$ cat src/rtl/error_monitor_reader.sv
// Computer-side reader for the LVDA error monitor latches: synchronises the
// active-low flags, returns one 13-bit group per request and optionally clears and verifies it.
module error_monitor_reader #(
   parameter int CLR_CYCLES    = 4,
   parameter int SETTLE_CYCLES = 3
) (
   input  logic        SIM_CLK,
   input  logic        SIM_RST,
   input  logic [25:0] EMN,
   input  logic        RD_REQ,
   input  logic        RD_GRP,
   input  logic        RD_CLR,
   output logic [12:0] RD_DATA,
   output logic        RD_ACK,
   output logic [1:0]  EMRS_REQ,
   output logic        BUSY,
   output logic [1:0]  STUCK,
   output logic        ANY_ERR
);

   if (CLR_CYCLES < 1 || CLR_CYCLES > 15) begin : g_bad_clr_cycles
      $error("CLR_CYCLES must be in 1..15");
   end
   if (SETTLE_CYCLES < 2 || SETTLE_CYCLES > 15) begin : g_bad_settle_cycles
      $error("SETTLE_CYCLES must be in 2..15");
   end

   localparam logic [3:0] CLR_LOAD    = 4'(CLR_CYCLES);
   localparam logic [3:0] SETTLE_LOAD = 4'(SETTLE_CYCLES);

   typedef enum logic [2:0] {
      IDLE,
      SNAP,
      ACK,
      CLEAR,
      SETTLE,
      VERIFY
   } state_t;

   state_t      state_q, state_d;
   logic [25:0] sync1_q, sync1_d;
   logic [25:0] sync2_q, sync2_d;
   logic        any_err_q, any_err_d;
   logic        grp_q, grp_d;
   logic        clr_q, clr_d;
   logic [12:0] snap_q, snap_d;
   logic [12:0] rd_data_q, rd_data_d;
   logic        rd_ack_q, rd_ack_d;
   logic [1:0]  emrs_q, emrs_d;
   logic [1:0]  stuck_q, stuck_d;
   logic [3:0]  cnt_q, cnt_d;

   logic [25:0] err;
   logic [12:0] grp_err;

   assign err     = ~sync2_q;
   assign grp_err = grp_q ? err[25:13] : err[12:0];

   // Synchroniser flops reset to all ones so that reset reads as "no error".
   always_ff @(posedge SIM_CLK or negedge SIM_RST) begin
      if (!SIM_RST) begin
         state_q   <= IDLE;
         sync1_q   <= '1;
         sync2_q   <= '1;
         any_err_q <= 1'b0;
         grp_q     <= 1'b0;
         clr_q     <= 1'b0;
         snap_q    <= '0;
         rd_data_q <= '0;
         rd_ack_q  <= 1'b0;
         emrs_q    <= 2'b00;
         stuck_q   <= 2'b00;
         cnt_q     <= '0;
      end else begin
         state_q   <= state_d;
         sync1_q   <= sync1_d;
         sync2_q   <= sync2_d;
         any_err_q <= any_err_d;
         grp_q     <= grp_d;
         clr_q     <= clr_d;
         snap_q    <= snap_d;
         rd_data_q <= rd_data_d;
         rd_ack_q  <= rd_ack_d;
         emrs_q    <= emrs_d;
         stuck_q   <= stuck_d;
         cnt_q     <= cnt_d;
      end
   end

   always_comb begin
      state_d   = state_q;
      sync1_d   = EMN;
      sync2_d   = sync1_q;
      any_err_d = |err;
      grp_d     = grp_q;
      clr_d     = clr_q;
      snap_d    = snap_q;
      rd_data_d = rd_data_q;
      cnt_d     = cnt_q;
      stuck_d   = stuck_q;

      unique case (state_q)
         IDLE: begin
            if (RD_REQ) begin
               grp_d   = RD_GRP;
               clr_d   = RD_CLR;
               state_d = SNAP;
            end
         end
         SNAP: begin
            rd_data_d = grp_err;
            snap_d    = grp_err;
            state_d   = ACK;
         end
         ACK: begin
            if (clr_q) begin
               cnt_d   = CLR_LOAD;
               state_d = CLEAR;
            end else begin
               state_d = IDLE;
            end
         end
         CLEAR: begin
            if (cnt_q <= 4'd1) begin
               cnt_d   = SETTLE_LOAD;
               state_d = SETTLE;
            end else begin
               cnt_d = cnt_q - 4'd1;
            end
         end
         SETTLE: begin
            if (cnt_q <= 4'd1) begin
               state_d = VERIFY;
            end else begin
               cnt_d = cnt_q - 4'd1;
            end
         end
         VERIFY: begin
            // Only flags present in the snapshot can be declared stuck.
            if (|(snap_q & grp_err)) begin
               stuck_d[grp_q] = 1'b1;
            end
            state_d = IDLE;
         end
         default: state_d = IDLE;
      endcase

      // Strobes are decoded from the next state so the outputs come straight from flops.
      rd_ack_d = (state_d == ACK);
      emrs_d   = 2'b00;
      if (state_d == CLEAR) begin
         emrs_d[grp_d] = 1'b1;
      end
   end

   assign RD_DATA  = rd_data_q;
   assign RD_ACK   = rd_ack_q;
   assign EMRS_REQ = emrs_q;
   assign BUSY     = (state_q != IDLE);
   assign STUCK    = stuck_q;
   assign ANY_ERR  = any_err_q;

endmodule

$ cat config.mk
export PLATFORM = sky130hd
export DESIGN_NAME = error_monitor_reader
export DESIGN_NICKNAME = d
export VERILOG_FILES = /design/src/rtl/error_monitor_reader.sv
export SDC_FILE = /design/constraint.sdc
export NUM_CORES = 1
export LEC_CHECK = 0
export BUFFER_PORTS_ARGS = -buffer_cell sky130_fd_sc_hd__buf_2
export CAP_MARGIN = 40
export CORE_ASPECT_RATIO = 0.5
export CORE_UTILIZATION = 49
export DETAILED_ROUTE_END_ITERATION = 16
export GPL_ROUTABILITY_DRIVEN = 0
export PLACE_DENSITY = 0.81
export SYNTH_ARGS = -nofsm -noshare
export SYNTH_HDL_FRONTEND = slang
export SYNTH_SLANG_ARGS = --single-unit
$ cat constraint.sdc
create_clock -name SIM_CLK -period 1.8 [get_ports SIM_CLK]
set_clock_uncertainty 0.15 [all_clocks]
set_input_delay 0.09 -clock SIM_CLK [delete_from_list [all_inputs] [get_ports SIM_CLK]]
set_output_delay 0.09 -clock SIM_CLK [all_outputs]
set_load 0.01 [all_outputs]
# Yosys cells after proc, flatten, opt, wreduce, memory -nomap -nowiden
# Index checks and enable logic that the tools add are counted.
# Widths: inputs -> output; s select.
# op_classes
n_addsub	1
multipliers	0
div_mod_pow	0
order_cmp	5
eq_ne	9
shifts	0
mux	17
bitwise	3
reduce_logical	10
# ops
op	n
$not 26->26	1
$reduce_or 26->1	1
$pmux 3 s5	1
$and 13x13->13	1
$mux 13	1
$reduce_or 13->1	1
$eq 3x2->1 const B	4
$mux 4	3
$pmux 4 s3	1
$mux 3	3
$eq 3x3->1 const B	2
$reduce_bool 3->1	2
$le 4x1->1 const B	1
$lt 1x2->1 const B	2
$mux 1	4
$mux 2	2
$ne 2x2->1 const B	2
$reduce_and 2->1	2
$sub 4x1->4 const B	1
$eq 3x1->1 const B	1
$logic_not 3->1	1
$reduce_and 3->1	1
$demux 1 s1	2
$ge 1x1->1 const B	2
2 further kinds	3
# word_totals
regBits	80
latchBits	0
mem_bits_rw	0
mem_bits_ro	0
inputBits	31
out_inout_bits	20
wordCells	56
n_memories	0

# Longest topological paths before layout
# depth
depth_word	7
ltp_mapped	8
ltp_nobuf	7

# Least setup slack after synthesis
# No wires, ideal clock.
# synth_timing
path_kind	register to register
start	reg cnt_q[0]
end	reg cnt_q[0]
setup_ps	120
arrival_time_ps	1577
required_ps	1530
slack_ps	-47
path_stages_with_launch	9
path_buffers	1
synth_period_minus_slack_ps	1847
cell_sequence	dfrtp_1 > inv_1 > ha_1 > nor2_1 > or3_1 > clkbuf_1 > a211oi_1 > a21oi_1 > and3_1
# synth_via
elab_chain_cells	3
elab_cells_between_ends	7
classes_between	add/sub: 1; order compare: 1; eq/ne: 1; mux: 3; reduce/logical: 1
# synth_lines
element	line_no	rtl
start, declared	51	logic [3:0] cnt_q, cnt_d;
start signal, assigned	86	cnt_q <= cnt_d;
$sub 4x1->4 / $le 4x1->1 (equally long branches)	--	
$mux 4 (tied with other cells)	132	if (cnt_q <= 4'd1) begin
$pmux 4 s3 / $reduce_and 3->1 (equally long branches)	--	
# Parallel ways exist; a longest one is shown, timed or not. The select of a mux whose other input is x is not followed.
# A chain may end at the register's enable or synchronous reset.

# Final worst setup path
# layout_timing
start	reg grp_q
end	reg stuck_q[0] (netlist: STUCK[0])
# layout_via
elab_chain_cells	5
elab_cells_between_ends	10
classes_between	order compare: 2; mux: 3; bitwise: 2; reduce/logical: 3
# layout_lines
element	line_no	rtl
start, declared	44	logic grp_q, grp_d;
start signal, assigned	79	grp_q <= grp_d;
$lt 1x2->1 (not written as such) / $ge 1x1->1 (equally long branches)	141	stuck_d[grp_q] = 1'b1;
$logic_and 1x1->1 (not written as such)	141	
$mux 1 (not written as such)	141	
$demux 1 s1	141	
$or 2x2->2 (no line)	--	
end signal, assigned	85	stuck_q <= stuck_d;
end, declared	50	logic [1:0] stuck_q, stuck_d;
# Parallel ways exist; a longest one is shown, timed or not.

==> impl_metrics.json <==
{
  "ios": 51,
  "max_cap_viol_count": 0,
  "period_needed_ns": 1.794,
  "critPathLaunchType": "flop",
  "netlist_area_mm2": 0.002952,
  "p_per_area_mw_per_mm2": 1628,
  "wirelength_um": 6449,
  "synth_edf_count": 0,
  "fp.dieH_um": 56.88,
  "setup_tns_ns": 0,
  "grt_usage": 0.2060,
  "hold_slack_ns": 0.1721,
  "synthFlopType": "dfstp_2",
  "layout-drive-gt1-share": 0.5313,
  "cp_max_fo": 6,
  "crit_type": "flop to flop",
  "areaGrowthSynthToFinish_pct": 38.70,
  "synth_largest_area_cell": "dfstp_2",
  "nets": 348,
  "status": "finished with violations",
  "drv_slew": 0,
  "vias": 2083,
  "power_leakage_nw": 1.829,
  "worstPathRequired_ns": 1.90,
  "max_freq_mhz": 557.4,
  "synth-seq-area-share": 0.7003,
  "gr-usage-met2": 0.3407,
  "arrival_ns": 1.89,
  "yosys_warnings": 0,
  "core_area_mm2": 0.005634,
  "ys_ff_latch": 80,
  "cts_max_level": 3,
  "rsz0062_at_grt": "yes",
  "dr.first_iter.drc_count": 143,
  "cts-root-buf": "clkbuf_16",
  "worst_slew_pin_slew_ns": 0.3978,
  "netlist-cell-type-count": 40,
  "met1_usage": 0.2462,
  "numCtsBuffers": 9,
  "dp.cells": 338,
  "die-area_mm2": 0.006357,
  "antenna_found_initial": 0,
  "wl_per_cell_um": 16.41,
  "ir_worst_vdd_mv": 0.9917,
  "synth.net_count": 248,
  "synth_cells": 215,
  "cts-root-to-sink-buffers": 2,
  "worstSkewPairLatency_ns": 0.34,
  "cts_tree": "done",
  "grt_pass1_vias": 2071,
  "avgSynthCellArea_um2": 13.73,
  "grt_max_degree": 81,
  "firstDrtPassIters": 10,
  "synth_top_area_frac": 0.4629,
  "report.power.total_w": 0.006665,
  "synth_area_leaders": "dfstp_2 46%, dfrtp_1 24%, mux2_2 5.0%, mux2i_1 2.4%, nand2_1 1.9%",
  "final-hold-violation-count": 0,
  "avgViaCountPerCell": 5.300,
  "finalNonFillerCells": 393,
  "grt_pass1_wl_um": 9680,
  "period_share": 0.9967,
  "final_antenna_net_count": 0,
  "hpwl_um": 3530,
  "preCtsSetupSlack_ns": -0.04692,
  "violations": "design-rule violations",
  "setup_ws_ns": 0.005854,
  "grt-busiest-layer": "met2",
  "die_w_um": 111.8,
  "crit_path_end_kind": "flop",
  "use_met3": 0.06803,
  "hold_class": "input pin to async pin",
  "clock-sinks": 80,
  "async_reset_ff_frac": 1.000,
  "io_buffers": 50,
  "rows": 19,
  "overflow": 0,
  "diodes": 0,
  "setup_violations": 0,
  "drc": 1,
  "slew_headroom": 0.7348,
  "start_util": 0.5239,
  "clk_pin_slew_ns": 0.06
}
-- metrics by stage --
stage | util | instance area (um2)
floorplan | - | 2963
global placement | 0.5909 | 3329
detailed placement | 0.5909 | 3329
CTS | 0.7084 | 3991
global route | 0.7266 | 4094
finish | 0.7266 | 4094
-- cells in the final DEF (no fill, tap or decap), drive strengths merged, types with 2 or more instances in the layout --
master	instances
inv	17
and3	4
o22ai	4
nor2	11
dfrtp	28
a31oi	2
a211oi	2
a22oi	3
nor3	6
buf	66
clkbuf	10
nor2b	3
nand2b	3
dlygate4sd3	30
o21ai	11
ha	2
dfstp	52
xor2	2
a21oi	5
nand2	15
or3	3
mux2i	7
clkinvlp	2
mux2	14
nand4	6
-- state kept, by name (all words and copies together), names as in the netlist --
signal,flops
RD_ACK,1
STUCK,2
sync2_q,26
EMRS_REQ,2
state_q,3
cnt_q,4
grp_q,1
RD_DATA,13
ANY_ERR,1
clr_q,1
sync1_q,26
-- Yosys cell counts, drive strengths merged, types with 2 or more instances --
library cell	number
a211oi	2
dfrtp	28
a31oi	2
or3	3
xor2	2
mux2	14
clkbuf	4
nand2	15
nor3	6
o22ai	4
a22oi	3
nor2	11
nor2b	3
and3	4
a21oi	5
o21ai	11
ha	2
inv	14
dfstp	52
nand2b	3
buf	4
mux2i	7
nand4	6
-- final timing paths --
path | startpoint | endpoint | slack (ns) | depth (start not counted)
max | grp_q$_DFF_PN0_ | STUCK[0]$_DFFE_PN0P_ | 0.006 | 6
min | SIM_RST | RD_DATA[10]$_DFFE_PN0P_ | 0.17 | 3
max reg2reg | grp_q$_DFF_PN0_ | STUCK[0]$_DFFE_PN0P_ | 0.006 | 6
min reg2reg | sync1_q[24]$_DFF_PN1_ | sync2_q[24]$_DFF_PN1_ | 0.20 | 0
max in group asynchronous | SIM_RST | sync2_q[8]$_DFF_PN1_ | 0.98 | 3
min in group SIM_CLK | sync1_q[24]$_DFF_PN1_ | sync2_q[24]$_DFF_PN1_ | 0.20 | 0
-- layout make-up --
class	count	area, um2
Clock inverter	7	78.83
Tap cell	73	91.34
Multi-Input combinational cell	113	844.6
Inverter	14	52.55
Timing Repair Buffer	97	733.2
Fill cell	321	1540
Sequential cell	80	2068
Clock buffer	9	225.2
-- cell families after synthesis --
logic type | share of synthesized area
muxes | 0.07842
DFF | 0.7003
and+or+nand+nor | 0.09538
adders and majority gates | 0.008477
buffers and inverters | 0.03773
AOI/OAI and AO/OA | 0.07376
xor gates and xnor gates | 0.005936
-- per-layer routing --
metal,vias to the layer above,share of wire,wire length [um]
met3,27,0.059,380
li1,939,-,-
met4,0,0.024,155
met5,-,0,0
met1,1019,0.41,2669
met2,98,0.50,3242
-- report_power, final --
part           total (W)  internal [W]  switching (W)  leakage [nW]
registers        0.00246       0.00220       0.000262         0.887
logic            0.00237       0.00117        0.00120         0.797
clock network    0.00183       0.00109       0.000745         0.144
-- repair_timing --
item / in CTS / in global routing
pin swaps: 4 / 5
endpoints found under the hold margin: 111 / 0
buffers inserted: 4 / 4
endpoints found under the setup margin: 2 / 6
gates resized for setup: 7 / 10
hold buffers: 30 / 0
cloned: 0 / 1
-- critical path: stages (launching register included) --
cell and delay, ns:
dfrtp_2 0.44, buf_12 0.15, mux2_2 0.35, o22ai_2 0.17
a211oi_2 0.05, and4_4 0.20, o31ai_2 0.20
Power figures use the tool's default switching activity.
